**src/rtl/dm_pkg.sv**
```systemverilog
// dm_pkg: dmcontrol bit positions and hartsel helpers shared by the debug-module control files
package dm_pkg;
    localparam int HALTREQ         = 31;
    localparam int RESUMEREQ       = 30;
    localparam int HARTRESET       = 29;
    localparam int ACKHAVERESET    = 28;
    localparam int HASEL           = 26;
    localparam int HARTSELLO_HI    = 25;
    localparam int HARTSELLO_LO    = 16;
    localparam int HARTSELHI_HI    = 15;
    localparam int HARTSELHI_LO    = 6;
    localparam int SETRESETHALTREQ = 3;
    localparam int CLRRESETHALTREQ = 2;
    localparam int NDMRESET        = 1;
    localparam int DMACTIVE        = 0;
    localparam int HARTSEL_MAX_W   = 20;

    // Reassemble the 20-bit hartsel from its split hi/lo dmcontrol fields.
    function automatic logic [HARTSEL_MAX_W-1:0] get_hartsel(input logic [31:0] w);
        return {w[HARTSELHI_HI:HARTSELHI_LO], w[HARTSELLO_HI:HARTSELLO_LO]};
    endfunction

    // Scatter a 20-bit hartsel back into the dmcontrol hi/lo field positions.
    function automatic logic [31:0] put_hartsel(input logic [HARTSEL_MAX_W-1:0] h);
        logic [31:0] w;
        w = '0;
        w[HARTSELLO_HI:HARTSELLO_LO] = h[9:0];
        w[HARTSELHI_HI:HARTSELHI_LO] = h[19:10];
        return w;
    endfunction
endpackage

```
**src/rtl/dm_control_unit_if.sv**
```systemverilog
// dm_control_unit_if: DMI-side dmcontrol write/readback bundle between register decoder and control unit
interface dm_control_unit_if;
    logic        dmi_wr;
    logic [31:0] dmi_wdata;
    logic [31:0] dmcont_reg;

    modport master (output dmi_wr, dmi_wdata, input dmcont_reg);
    modport slave  (input dmi_wr, dmi_wdata, output dmcont_reg);
endinterface

```
**src/rtl/dm_hartsel_decode.sv**
```systemverilog
// dm_hartsel_decode: hartsel (plus optional hart-array mask) to per-hart selection mask and nonexistent flag
module dm_hartsel_decode
    import dm_pkg::*;
#(
    parameter int NHARTS = 4
) (
    input  logic [HARTSEL_MAX_W-1:0] hartsel_i,
    input  logic [NHARTS-1:0]        mask_i,
    output logic [NHARTS-1:0]        sel_o,
    output logic                     nonexistent_o
);
    // One-hot decode of the selected index, widened by the array mask.
    always_comb begin
        sel_o = mask_i;
        for (int i = 0; i < NHARTS; i++) begin
            if (hartsel_i == HARTSEL_MAX_W'(i)) sel_o[i] = 1'b1;
        end
    end

    assign nonexistent_o = 32'(hartsel_i) >= 32'(NHARTS);
endmodule

```
**src/rtl/dm_control_unit.sv**
```systemverilog
// dm_control_unit: registered dmcontrol driving per-hart halt/resume/reset requests and sticky status.
// Optional hart-array selection is built when DM_HART_ARRAY_EN is defined (adds hawindow_i).
module dm_control_unit
    import dm_pkg::*;
#(
    parameter int NHARTS    = 4,
    parameter int HARTSEL_W = 10
) (
    input  logic                clk_i,
    input  logic                rst_ni,
    dm_control_unit_if.slave    dmi,
`ifdef DM_HART_ARRAY_EN
    input  logic [NHARTS-1:0]   hawindow_i,
`endif
    output logic [NHARTS-1:0]   halt_req_o,
    output logic [NHARTS-1:0]   resume_req_o,
    output logic [NHARTS-1:0]   hart_reset_o,
    output logic                ndmreset_o,
    output logic [NHARTS-1:0]   resethaltreq_o,
    input  logic [NHARTS-1:0]   hart_halted_i,
    input  logic [NHARTS-1:0]   resume_ack_i,
    input  logic [NHARTS-1:0]   hart_reset_done_i,
    output logic                sel_nonexistent_o,
    output logic                any_halted_o,
    output logic                all_halted_o,
    output logic                any_resumeack_o,
    output logic                all_resumeack_o,
    output logic                any_havereset_o,
    output logic                all_havereset_o
);
    logic                     dmactive_q, dmactive_d, ndmreset_q, ndmreset_d, act;
    logic [HARTSEL_W-1:0]     hartsel_q, hartsel_d;
    logic [NHARTS-1:0]        halt_q, halt_d, pend_q, pend_d, rack_q, rack_d;
    logic [NHARTS-1:0]        haverst_q, haverst_d, rhr_q, rhr_d, hrst_q, hrst_d;
    logic [NHARTS-1:0]        mask_wr, mask_lat, sel_wr, sel_lat;
    logic [HARTSEL_MAX_W-1:0] hs_mask, hs_wr, hs_lat;
    logic [31:0]              w, rd;
    logic                     wr, hasel_rd, nonexist_lat, resume_ok, rd_halt, rd_hrst;
    logic                     unused_wr_nonexist, unused_bits;

    assign wr        = dmi.dmi_wr;
    assign w         = dmi.dmi_wdata;
    // Only HARTSEL_W low bits of hartsel are implemented; the rest read and act as zero.
    assign hs_mask   = HARTSEL_MAX_W'((64'd1 << HARTSEL_W) - 64'd1);
    assign hs_wr     = get_hartsel(w) & hs_mask;
    assign hs_lat    = HARTSEL_MAX_W'(hartsel_q);
    assign resume_ok = w[RESUMEREQ] & ~w[HALTREQ];

`ifdef DM_HART_ARRAY_EN
    logic              hasel_q, hasel_d;
    logic [NHARTS-1:0] hamask_q, hamask_d;

    // The array mask is refreshed from the sideband window on every hasel=1 write.
    always_comb begin
        hasel_d  = act & (wr ? w[HASEL] : hasel_q);
        hamask_d = ~act ? '0 : (wr & w[HASEL]) ? hawindow_i : hamask_q;
    end

    // Hart-array selection state.
    always_ff @(posedge clk_i or negedge rst_ni) begin
        if (!rst_ni) begin
            hasel_q  <= 1'b0;
            hamask_q <= '0;
        end else begin
            hasel_q  <= hasel_d;
            hamask_q <= hamask_d;
        end
    end

    // A write applies the mask it loads in the same cycle.
    assign mask_wr     = w[HASEL] ? hawindow_i : '0;
    assign mask_lat    = hasel_q ? hamask_q : '0;
    assign hasel_rd    = hasel_q;
    assign unused_bits = ^{w[27], w[5:4]};
`else
    assign mask_wr     = '0;
    assign mask_lat    = '0;
    assign hasel_rd    = 1'b0;
    assign unused_bits = ^{w[27], w[HASEL], w[5:4]};
`endif

    dm_hartsel_decode #(.NHARTS(NHARTS)) u_dec_wr (
        .hartsel_i     (hs_wr),
        .mask_i        (mask_wr),
        .sel_o         (sel_wr),
        .nonexistent_o (unused_wr_nonexist)
    );

    dm_hartsel_decode #(.NHARTS(NHARTS)) u_dec_lat (
        .hartsel_i     (hs_lat),
        .mask_i        (mask_lat),
        .sel_o         (sel_lat),
        .nonexistent_o (nonexist_lat)
    );

    // Next state: write effects on the selected harts, hart acks, and wholesale clear while inactive.
    always_comb begin
        act        = wr ? w[DMACTIVE] : dmactive_q;
        dmactive_d = act;
        ndmreset_d = act & (wr ? w[NDMRESET] : ndmreset_q);
        hartsel_d  = ~act ? '0 : wr ? hs_wr[HARTSEL_W-1:0] : hartsel_q;
        halt_d     = halt_q;
        pend_d     = pend_q;
        rack_d     = rack_q;
        haverst_d  = haverst_q;
        rhr_d      = rhr_q;
        hrst_d     = hrst_q;
        for (int i = 0; i < NHARTS; i++) begin
            if (resume_ack_i[i] & pend_q[i]) begin
                pend_d[i] = 1'b0;
                rack_d[i] = 1'b1;
            end
            if (wr & sel_wr[i]) begin
                halt_d[i] = w[HALTREQ];
                hrst_d[i] = w[HARTRESET];
                if (resume_ok & hart_halted_i[i]) begin
                    rack_d[i] = 1'b0;
                    pend_d[i] = 1'b1;
                end
                if (w[ACKHAVERESET]) haverst_d[i] = 1'b0;
                if (w[CLRRESETHALTREQ]) rhr_d[i] = 1'b0;
                if (w[SETRESETHALTREQ]) rhr_d[i] = 1'b1;
            end
            if (hart_reset_done_i[i]) haverst_d[i] = 1'b1;
        end
        if (!act) begin
            halt_d    = '0;
            pend_d    = '0;
            rack_d    = '0;
            haverst_d = '0;
            rhr_d     = '0;
            hrst_d    = '0;
        end
    end

    // Control and per-hart state registers.
    always_ff @(posedge clk_i or negedge rst_ni) begin
        if (!rst_ni) begin
            dmactive_q <= 1'b0;
            ndmreset_q <= 1'b0;
            hartsel_q  <= '0;
            halt_q     <= '0;
            pend_q     <= '0;
            rack_q     <= '0;
            haverst_q  <= '0;
            rhr_q      <= '0;
            hrst_q     <= '0;
        end else begin
            dmactive_q <= dmactive_d;
            ndmreset_q <= ndmreset_d;
            hartsel_q  <= hartsel_d;
            halt_q     <= halt_d;
            pend_q     <= pend_d;
            rack_q     <= rack_d;
            haverst_q  <= haverst_d;
            rhr_q      <= rhr_d;
            hrst_q     <= hrst_d;
        end
    end

    // Readback: per-hart fields come from the single hart at hartsel; write-1 bits read 0.
    always_comb begin
        rd_halt = 1'b0;
        rd_hrst = 1'b0;
        for (int i = 0; i < NHARTS; i++) begin
            if (hs_lat == HARTSEL_MAX_W'(i)) begin
                rd_halt = halt_q[i];
                rd_hrst = hrst_q[i];
            end
        end
        rd            = put_hartsel(hs_lat);
        rd[HALTREQ]   = rd_halt;
        rd[HARTRESET] = rd_hrst;
        rd[HASEL]     = hasel_rd;
        rd[NDMRESET]  = ndmreset_q;
        rd[DMACTIVE]  = dmactive_q;
    end

    assign dmi.dmcont_reg    = rd;
    assign halt_req_o        = halt_q;
    assign resume_req_o      = pend_q;
    assign hart_reset_o      = hrst_q;
    assign resethaltreq_o    = rhr_q;
    assign ndmreset_o        = ndmreset_q;
    assign sel_nonexistent_o = dmactive_q & nonexist_lat;
    assign any_halted_o      = dmactive_q & |(sel_lat & hart_halted_i);
    assign all_halted_o      = dmactive_q & |sel_lat & &(~sel_lat | hart_halted_i);
    assign any_resumeack_o   = dmactive_q & |(sel_lat & rack_q);
    assign all_resumeack_o   = dmactive_q & |sel_lat & &(~sel_lat | rack_q);
    assign any_havereset_o   = dmactive_q & |(sel_lat & haverst_q);
    assign all_havereset_o   = dmactive_q & |sel_lat & &(~sel_lat | haverst_q);
endmodule

```
**src/flat_wrapper.sv**
```systemverilog
// flat-port wrapper written by rule: the top's interface ports become plain ports
module dm_control_unit_flat import dm_pkg::*;
#(
    parameter int NHARTS    = 4,
    parameter int HARTSEL_W = 10
)
  (clk_i, rst_ni, halt_req_o, resume_req_o, hart_reset_o, ndmreset_o, resethaltreq_o, hart_halted_i, resume_ack_i, hart_reset_done_i, sel_nonexistent_o, any_halted_o, all_halted_o, any_resumeack_o, all_resumeack_o, any_havereset_o, all_havereset_o, dmi_dmi_wr, dmi_dmi_wdata, dmi_dmcont_reg);
  dm_control_unit_if dmi_i ();
  input  logic clk_i;
  input  logic rst_ni;
  output logic [NHARTS-1:0] halt_req_o;
  output logic [NHARTS-1:0] resume_req_o;
  output logic [NHARTS-1:0] hart_reset_o;
  output logic ndmreset_o;
  output logic [NHARTS-1:0] resethaltreq_o;
  input  logic [NHARTS-1:0] hart_halted_i;
  input  logic [NHARTS-1:0] resume_ack_i;
  input  logic [NHARTS-1:0] hart_reset_done_i;
  output logic sel_nonexistent_o;
  output logic any_halted_o;
  output logic all_halted_o;
  output logic any_resumeack_o;
  output logic all_resumeack_o;
  output logic any_havereset_o;
  output logic all_havereset_o;
  input wire logic [$bits(dmi_i.dmi_wr)-1:0] dmi_dmi_wr;
  input wire logic [$bits(dmi_i.dmi_wdata)-1:0] dmi_dmi_wdata;
  output wire logic [$bits(dmi_i.dmcont_reg)-1:0] dmi_dmcont_reg;
  assign dmi_i.dmi_wr = dmi_dmi_wr;
  assign dmi_i.dmi_wdata = dmi_dmi_wdata;
  assign dmi_dmcont_reg = dmi_i.dmcont_reg;
  dm_control_unit #(.NHARTS(NHARTS), .HARTSEL_W(HARTSEL_W)) u_core (.clk_i(clk_i), .rst_ni(rst_ni), .dmi(dmi_i), .halt_req_o(halt_req_o), .resume_req_o(resume_req_o), .hart_reset_o(hart_reset_o), .ndmreset_o(ndmreset_o), .resethaltreq_o(resethaltreq_o), .hart_halted_i(hart_halted_i), .resume_ack_i(resume_ack_i), .hart_reset_done_i(hart_reset_done_i), .sel_nonexistent_o(sel_nonexistent_o), .any_halted_o(any_halted_o), .all_halted_o(all_halted_o), .any_resumeack_o(any_resumeack_o), .all_resumeack_o(all_resumeack_o), .any_havereset_o(any_havereset_o), .all_havereset_o(all_havereset_o));
endmodule
```
**config.mk**
```make
export PLATFORM = sky130hd
export DESIGN_NAME = dm_control_unit_flat
export DESIGN_NICKNAME = d
export VERILOG_FILES = /design/src/rtl/dm_pkg.sv /design/src/rtl/dm_control_unit_if.sv /design/src/rtl/dm_hartsel_decode.sv /design/src/rtl/dm_control_unit.sv /design/src/flat_wrapper.sv
export SDC_FILE = /design/constraint.sdc
export NUM_CORES = 1
export LEC_CHECK = 0
export ABC_CLOCK_PERIOD_IN_PS = 1700
export BUFFER_PORTS_ARGS = -buffer_cell sky130_fd_sc_hd__buf_2
export CORE_UTILIZATION = 34
export DETAILED_ROUTE_END_ITERATION = 12
export PLACE_DENSITY = 0.73
export SLEW_MARGIN = 20
export SYNTH_ARGS = -nofsm -noshare
export SYNTH_HDL_FRONTEND = slang
export SYNTH_SLANG_ARGS = --single-unit
```
**constraint.sdc**
```tcl
create_clock -name clk_i -period 1.7 [get_ports clk_i]
set_clock_uncertainty 0.2 [all_clocks]
set_input_delay 0.085 -clock clk_i [delete_from_list [all_inputs] [get_ports clk_i]]
set_output_delay 0.085 -clock clk_i [all_outputs]
set_load 0.05 [all_outputs]
```
After elaboration in Yosys (flattened, before gate mapping)
Index checks and enable logic that the tools add are counted.

storage, ports and cells
  flip-flop bits (word level) = 36
  latch bits = 0
  bits in writable memories = 0
  ROM bits = 0
  input bits = 47
  output and inout bits = 56
  logic and storage cells = 162
  memories = 0

operators by class
  $add $sub $neg = 0
  multiply operators = 0
  div/mod/pow operators = 0
  $lt $le $gt $ge = 1
  eq/ne operators = 20
  shift operators = 0
  muxes and demuxes = 73
  bitwise gates (word level) = 30
  reduce and logical (&&, ||, !) cells = 17

operator list
  kind                                                                 count
  two-way mux 1 bit                                                    65
  == test 10 x 2 -> 1 bit (second input constant)                      4
  zero test 20 bit                                                     2
  inequality test 3 bit (second input constant)                        9
  two-way mux 4 bit                                                    6
  AND 1 bit                                                            22
  == test 10 x 1 -> 1 bit (second input constant)                      2
  two-way mux 10 bit                                                   2
  AND reduction 2 bit                                                  8
  OR reduction 4 bit                                                   4
  AND 4 bit                                                            3
  bitwise OR 4 bit                                                     3
  AND reduction 4 bit                                                  3
  greater-or-equal comparator 10 x 3 -> 1 bit (second input constant)  1
  inequality test 2 bit (second input constant)                        5
  NOT 4 bit                                                            1
  NOT 1 bit                                                            1

Depth between registers and ports, before layout
Gate-level depths: netlist (run 1).

  depth after elaboration = 6
  mapped depth = 4
  gate-level depth less buffers = 3

Cells and area by module
From an unflattened synthesis (run 1), not the netlist that was laid out.

second synthesis, totals
  cells, all modules = 226
  area, all modules = 2119.5 µm²

modules (own cells, without submodules)
  module             instances  cells each  area each (µm²)  sequential area each (µm²)
  dm_control_unit    1          190         1881.8           900.9
  dm_hartsel_decode  2          18          118.9            0.0

Least setup slack after synthesis (run 1)
No wires, ideal clock.

  path kind = register to output
  from = register u_core.hartsel_q[7]
  to = output port all_halted_o
  data arrival time = 1.988 ns
  required time = 1.415 ns
  path slack = -0.573 ns
  stages on the path, launching flop included = 4
  path buffers = 0
  path through = dfrtp_1 -> nor4_1 -> nand3_1 -> nor2b_1

on the way
  cells in the longest elaborated chain, start to end = 6
  elaborated cells between the ends (all ways) = 14
  those cells by class = eq/ne: 3; mux: 4; bitwise: 4; reduce/logical: 3

RTL lines
  element                                   line                     text
  start, declared                           dm_control_unit.sv:32    logic [HARTSEL_W-1:0] hartsel_q, hartsel_d;
  start signal, assigned                    dm_control_unit.sv:151   hartsel_q <= hartsel_d;
  zero test 20 bit (tied with other cells)  dm_hartsel_decode.sv:16  if (hartsel_i == HARTSEL_MAX_W'(i)) sel_o[i] = 1'b1;
  two-way mux 1 bit                         dm_hartsel_decode.sv:16
  NOT 4 bit                                 dm_control_unit.sv:187   assign all_halted_o = dmactive_q & |sel_lat & &(~sel_lat | hart_halted_i);
  bitwise OR 4 bit                          dm_control_unit.sv:187
  AND reduction 4 bit                       dm_control_unit.sv:187
  AND 1 bit *                               dm_control_unit.sv:187
  end, declared                             flat_wrapper.sv:21       output logic all_halted_o;

Mark *: on every way between the ends. The rest lies on a longest branch, timed or not.

Worst setup path in the final report (run 1)
  from = register u_core.hartsel_q[8]
  to = output port all_halted_o

The elaborated chain is that of the path after synthesis.

==> results of run 1 <==
==> worst paths after layout <==
path                       slack [ps]  depth (start not counted)                            startpoint                                   end
setup / recovery                 -260                          4       u_core.hartsel_q[8]$_DFFE_PN0P_                          all_halted_o
max in group asynchronous         480                          2                                rst_ni       u_core.hartsel_q[0]$_DFFE_PN0P_
setup reg to reg                  200                          4           u_core.dmactive_q$_DFF_PN0_       u_core.haverst_q[2]$_DFFE_PN0P_
min in group asynchronous         220                          2                                rst_ni            u_core.rack_q[0]$_DFF_PN0_
hold reg to reg                   350                          2  u_core.resethaltreq_o[2]$_DFFE_PN0P_  u_core.resethaltreq_o[2]$_DFFE_PN0P_
hold / removal                     30                          4                     dmi_dmi_wdata[16]  u_core.resethaltreq_o[3]$_DFFE_PN0P_
==> power breakdown <==
part           switching, mW  internal [mW]  total (mW)
logic                  0.383          0.229       0.612
registers             0.0275          0.887       0.915
clock network          0.303          0.435       0.738
==> worst max-delay path, stage by stage, from the launching register on <==
cell and delay, ps:
sky130_fd_sc_hd__dfrtp_2 430, sky130_fd_sc_hd__nor4_4 380, sky130_fd_sc_hd__nand3_4 250, sky130_fd_sc_hd__nor2b_4 170
sky130_fd_sc_hd__buf_6 160
==> sequential cells by signal, summed over array words and instances, names as in the netlist <==
signal                 count
u_core.hart_reset_o        4
u_core.rack_q              4
u_core.haverst_q           4
u_core.halt_req_o          4
u_core.resethaltreq_o      4
u_core.hartsel_q          10
u_core.dmactive_q          1
u_core.ndmreset_o          1
u_core.resume_req_o        4
==> cell families after synthesis <==
group,count (synthesis)
simple gates,82
buf+inv,41
compound gates,35
flops,36
other cells,1
mux,15
==> synth_stat cells (all sizes together) <==
master	n	area, um2
a21boi	1	7.51
a21o	4	30.0
a31oi	8	50.1
and3	2	12.5
buf	25	184
clkbuf	11	41.3
conb	1	3.75
dfrtp	36	901
inv	5	18.8
mux2	1	11.3
mux2i	9	90.1
mux4	5	113
nand2	30	113
nand2b	2	12.5
nand3	16	80.1
nand3b	6	45.0
nor2	1	3.75
nor2b	7	43.8
nor4	10	62.6
o21ai	18	90.1
o22ai	4	25.0
or2	1	6.26
or3b	1	8.76
or4	5	45.0
or4b	1	13.8
==> per-layer routing <==
metal  track usage [%]  vias to the layer above  routed length [um]
met2              30.2                       66                2690
met1              24.8                      928                2550
met4              4.91                        0                  53
met5                 0                        -                   0
li1                  -                      947                   -
met3              5.17                        7                 344
==> area by class of cell <==
cell class	instances	area (um2)	share of cell area, %
multi-input cells	150	1040	33.4
clock buffers	6	72.6	2.32
inverters	5	18.8	0.600
flip-flops and latches	36	911	29.1
well taps	72	90.1	2.88
clock inverters	2	35.0	1.12
repair buffers	129	956	30.6
==> through the flow <==
step / hold WS [ps] / total power, mW / TNS, ps
after floorplan: -411 / 1.32 / -898
after global placement: 10.8 / 1.45 / -2970
after detailed placement: 34.3 / 1.46 / -3460
after CTS: 14.6 / 2.28 / -2310
after global routing: 48.9 / 2.36 / -2620
final: 28.7 / 2.27 / -2020
==> what timing repair did <==
action                                  in CTS  in global routing
gates resized for setup                     21                  2
buffers inserted                             3                  0
pin swaps                                    5                  1
hold buffers                                33                  0
endpoints found under the setup margin       9                 13
hold endpoints to repair                    71                  0
==> Flow_metrics.wiki, run 1 <==
{| class="wikitable"
! Metric !! Value
|-
| Most common cell after layout, fill and taps aside || sky130_fd_sc_hd__buf_2
|-
| DRC Markers || 0
|-
| Cell area after layout || 3130 um2
|-
| Type of the worst min-delay path || input pin to flop
|-
| Post-synthesis compound-gate area fraction || 10.1%
|-
| Final standard cell count with taps included and fillers excluded || 400
|-
| Inserted Clock Buffers || 5
|-
| Root Buffer Master || sky130_fd_sc_hd__clkbuf_8
|-
| Final cell utilization of the core || 55.8%
|-
| Initial antenna violation count || 0
|-
| Number of endpoints with negative hold slack in the final report || 0
|-
| Power density normalized to cell area || 724 nW/um2
|-
| Min Tclk post-route || 1960 ps
|-
| Detailed Routing Iterations Pass 1 || 4
|-
| Total number of clock tree sinks || 36
|-
| Number of design-rule violations left by the first detailed-router iteration || 86
|-
| Level count of the clock H-tree || 2
|-
| Total wire length after detailed routing || 5.63 mm
|-
| Synthesized-area fraction occupied by xor and xnor cells || 0%
|-
| Setup repair after global routing missed its margin || true
|-
| Number of storage elements in the synthesis netlist || 36
|-
| Synthesized-area fraction occupied by adder cells || 0%
|-
| Maximum net fanout on the critical path || 6
|-
| Overall fraction of global-route tracks in use || 18.7%
|-
| Failing checks || negative setup slack
|-
| Outcome || finished, violations left
|-
| Number of instances in the synthesized netlist || 210
|-
| Horizontal die dimension || 78.9 um
|-
| Clock latency at the later pin of the worst-skew pair || 290 ps
|-
| Number of different library cells in the post-synthesis netlist || 29
|-
| Count of fill cells added during filler insertion || 527
|-
| Kind of start point of the critical path || flop
|-
| Placed cell count || 356
|-
| CTS tree || built
|-
| Number of endpoints failing setup at the final stage || 9
|-
| I/O pins || 103
|-
| Least-Margin Pin Slew || 830 ps
|-
| # diodes || 0
|-
| Combinational family with the most area after synthesis || simple AND/OR/NAND/NOR gates
|-
| Max-slew violation total from the final report || 0
|-
| Buffers on Ports || 70
|-
| Synth Cell Area || 2010 um2
|-
| RePlAce Congestion || 0.811
|-
| Share of post-route cells with drive strength above 1 || 41.8%
|-
| Pre-CTS worst setup slack || -207 ps
|-
| Synthesized area divided by synthesized cell count || 9.58 um2
|-
| Sequential element share of the synthesized area || 44.8%
|-
| Max Buffers Root-to-Sink || 2
|-
| Number of nets in the layout || 374
|-
| Share of the clock period used by the worst path || 115%
|-
| Maximum VDD drop || 0.376 mV
|-
| Full die area || 6230 um2
|-
| Initial Utilization || 35.9%
|-
| Layout overhead on the synthesized area || 55.4%
|-
| WP data required || 1410 ps
|-
| Total cell area at the placement stage || 2580 um2
|-
| Rows || 27
|-
| Die height || 78.9 um
|-
| Remaining antenna violation count after routing || 0
|-
| Relative slew slack || 44.7%
|-
| Max-Cap Viols || 0
|-
| Area of the core region || 5610 um2
|-
| Half-perimeter wire length of the detailed placement result || 4.07 mm
|-
| Type of the setup path with the least slack || flop to output port
|-
| Pin count of the biggest net entering global routing || 37
|-
| Arrival time at the worst endpoint || 1670 ps
|-
| Crit end category || output port
|-
| Clock transition time at the flip-flop clock pins of the worst setup and hold paths || 80 ps
|-
| Total of warnings raised by yosys || 0
|-
| Commonest non-fill, non-tap cells in the layout || sky130_fd_sc_hd__buf_2 (61), sky130_fd_sc_hd__dlygate4sd3_1 (33), sky130_fd_sc_hd__nand2_1 (30), sky130_fd_sc_hd__dfrtp_1 (28), sky130_fd_sc_hd__buf_4 (24)
|-
| Simple-gate portion of the synthesized area || 22.2%
|-
| Highest Clock Rate || 511 MHz
|-
| Portion of netlist area occupied by mux cells || 10.6%
|-
| Wire length of the first global-routing pass || 8.96 mm
|-
| Remaining Overflow, GRT || 0
|-
| Via count of the first global-routing pass || 1,857
|-
| Setup ws final || -258 ps
|-
| Via count || 1,948
|-
| Via density || 4.87
|-
| Average wire per standard cell || 14.1 um
|-
| LEAKAGE || 1.53 nW
|}
(Power assumes the default switching activity.)
==> inputs of run 2 (changes only) <==
GPL_TIMING_DRIVEN = 0   (was not set)
PLACE_DENSITY = 0.72   (was 0.73)
==> run 2 against run 1 <==
Effect of this change:
- the run still ends with negative setup slack left
- highest routed layer unchanged
- critical path type unchanged
- cell count rose by 2.5%
- global-route usage rose by 1.0 points
- sequential share of layout area fell by 0.52 points
- combinational power rose by 3.6%
- sequential power rose by 0.5%
==> Flow_metrics.wiki, run 2 (synthesis results as in run 1) <==
{| class="wikitable"
! Metric !! Value
|-
| Power density normalized to cell area || 687 nW/um2
|-
| Root Buffer Master || sky130_fd_sc_hd__clkbuf_8
|-
| Flip-flop count of the largest register, all copies and words added || 10
|-
| Average wire per standard cell || 14.3 um
|-
| Rows || 27
|-
| Wire length of the first global-routing pass || 9.33 mm
|-
| RePlAce Congestion || 0.812
|-
| Overall fraction of global-route tracks in use || 19.8%
|-
| Remaining antenna violation count after routing || 0
|-
| Clock latency at the later pin of the worst-skew pair || 290 ps
|-
| Min Tclk post-route || 1980 ps
|-
| Least-Margin Pin Slew || 806 ps
|-
| Total wire length after detailed routing || 5.88 mm
|-
| Detailed Routing Iterations Pass 1 || 4
|-
| Buffers on Ports || 70
|-
| Max Buffers Root-to-Sink || 2
|-
| Kind of start point of the critical path || flop
|-
| Via count of the first global-routing pass || 1,914
|-
| Worst R2R Start || u_core.dmactive_q$_DFF_PN0_
|-
| Crit end category || output port
|-
| Initial Utilization || 35.9%
|-
| Register-to-register setup slack || 110 ps
|-
| Total number of clock tree sinks || 36
|-
| Via count || 1,990
|-
| Clock transition time at the flip-flop clock pins of the worst setup and hold paths || 70 ps
|-
| Register containing the most flip-flops in the final layout || u_core.hartsel_q
|-
| Failing checks || negative setup slack
|-
| Full die area || 6230 um2
|-
| Horizontal die dimension || 78.9 um
|-
| Highest Clock Rate || 505 MHz
|-
| Die height || 78.9 um
|-
| Final standard cell count with taps included and fillers excluded || 410
|-
| Arrival time at the worst endpoint || 1700 ps
|-
| Setup TNS after final layout || -2110 ps
|-
| WP data required || 1410 ps
|-
| Type of the setup path with the least slack || flop to output port
|-
| Hold Crit Start || dmi_dmi_wdata[2]
|-
| Number of design-rule violations left by the first detailed-router iteration || 52
|-
| Setup repair after global routing missed its margin || true
|-
| # diodes || 0
|-
| Share of post-route cells with drive strength above 1 || 44.1%
|-
| Layout overhead on the synthesized area || 58.2%
|-
| Max-slew violation total from the final report || 0
|-
| Relative slew slack || 46.2%
|-
| Setup ws final || -282 ps
|-
| Commonest non-fill, non-tap cells in the layout || sky130_fd_sc_hd__buf_2 (61), sky130_fd_sc_hd__nand2_1 (30), sky130_fd_sc_hd__dlygate4sd3_1 (29), sky130_fd_sc_hd__dfrtp_1 (28), sky130_fd_sc_hd__buf_4 (25)
|-
| Worst hold path stage count || 4
|-
| Number of endpoints with negative hold slack in the final report || 0
|-
| Worst R2R End || u_core.resethaltreq_o[3]$_DFFE_PN0P_
|-
| Area of the core region || 5610 um2
|-
| Maximum net fanout on the critical path || 5
|-
| Via density || 4.85
|-
| Initial antenna violation count || 0
|-
| Min-Delay Endpoint || u_core.resethaltreq_o[1]$_DFFE_PN0P_
|-
| I/O pins || 103
|-
| LEAKAGE || 1.58 nW
|-
| Number of nets in the layout || 384
|-
| Half-perimeter wire length of the detailed placement result || 4.20 mm
|-
| Number of cells on the worst reg-to-reg path || 4
|-
| Pin count of the biggest net entering global routing || 37
|-
| CTS tree || built
|-
| Type of the worst min-delay path || input pin to flop
|-
| Cell area after layout || 3180 um2
|-
| Remaining Overflow, GRT || 0
|-
| Share of the clock period used by the worst path || 117%
|-
| Level count of the clock H-tree || 2
|-
| Number of endpoints failing setup at the final stage || 9
|-
| Total cell area at the placement stage || 2660 um2
|-
| Outcome || finished, violations left
|-
| Pre-CTS worst setup slack || -509 ps
|-
| DRC Markers || 0
|-
| Inserted Clock Buffers || 5
|-
| Most common cell after layout, fill and taps aside || sky130_fd_sc_hd__buf_2
|-
| Placed cell count || 369
|-
| Max-Cap Viols || 0
|-
| Maximum VDD drop || 0.316 mV
|}
==> run 2: cell count changes in the layout (fill, tap and decap cells not counted), moves of 2 or more <==
cell	delta
sky130_fd_sc_hd__buf_1	+2
sky130_fd_sc_hd__clkbuf_1	+2
sky130_fd_sc_hd__clkbuf_2	+6
sky130_fd_sc_hd__clkbuf_8	+2
sky130_fd_sc_hd__dlygate4sd3_1	-4
sky130_fd_sc_hd__nor4_1	-3
sky130_fd_sc_hd__nor4_2	+2
sky130_fd_sc_hd__or4_1	+2
sky130_fd_sc_hd__or4_4	-2
==> run 2: how the worst max path moves through the flow <==
stage	slack, ps	cells after the start	startpoint	endpoint
3_3_place_gp	-490	5	dmi_dmi_wdata[19]	u_core.halt_req_o[0]$_DFFE_PN0P_
5_1_grt	-370	4	u_core.hartsel_q[7]$_DFFE_PN0P_	all_resumeack_o
4_1_cts	-320	5	u_core.hartsel_q[0]$_DFFE_PN0P_	all_halted_o
2_1_floorplan	-110	4	u_core.hartsel_q[0]$_DFFE_PN0P_	dmi_dmcont_reg[29]
6_report	-280	5	u_core.hartsel_q[0]$_DFFE_PN0P_	all_halted_o
3_5_place_dp	-510	5	dmi_dmi_wdata[20]	u_core.halt_req_o[0]$_DFFE_PN0P_
==> run 2: repair_timing <==
item / 4_1_cts / 5_1_grt
endpoints found under the setup margin: 25 / 22
setup buffers: 5 / 1
hold endpoints to repair: 70 / 2
gates cloned: 0 / 0
pin swaps: 5 / 2
resized for setup: 25 / 6
hold buffers: 27 / 2
==> run 2: through the flow <==
| stage | power, mW | utilization [%] | hold WS [ps] |
|---|---|---|---|
| after floorplan | 1.32 | - | -411 |
| after global placement | 1.46 | 47.5 | 11.3 |
| after detailed placement | 1.47 | 47.5 | 27.8 |
| after CTS | 2.20 | 55.8 | -195 |
| after global routing | 2.28 | 56.8 | 28.6 |
| final | 2.19 | 56.8 | 12.4 |
==> run 2: where the power goes <==
group,leakage (nW),switching (mW),internal (mW)
clock,0.0510,0.311,0.323
sequential,0.476,0.0323,0.887
combinational,1.05,0.390,0.244
total,1.58,0.733,1.45
==> run 2: area by class of cell <==
class / count / area [um2]
repair buffers: 105 / 762
well taps: 72 / 90.1
clock buffers: 6 / 82.6
clock inverters: 2 / 10.0
multi-input cells: 150 / 1070
flip-flops and latches: 36 / 911
inverters: 5 / 18.8
plain buffers: 34 / 239
fillers: 513 / 2420
==> run 2: per-layer routing <==
| metal | global-route usage, % | vias up | share of wire, % |
|---|---|---|---|
| met3 | 5.40 | 7 | 6.7 |
| met4 | 7.64 | 0 | 1.1 |
| met1 | 24.5 | 952 | 44 |
| met5 | 0 | - | 0 |
| li1 | - | 961 | - |
| met2 | 32.7 | 70 | 49 |
==> run 2: critical path, stage by stage, from the launching register on <==
cell,delay (ps)
sky130_fd_sc_hd__dfrtp_2,370
sky130_fd_sc_hd__buf_8,120
sky130_fd_sc_hd__buf_12,100
sky130_fd_sc_hd__mux4_2,500
sky130_fd_sc_hd__nor2b_4,150
sky130_fd_sc_hd__buf_6,150
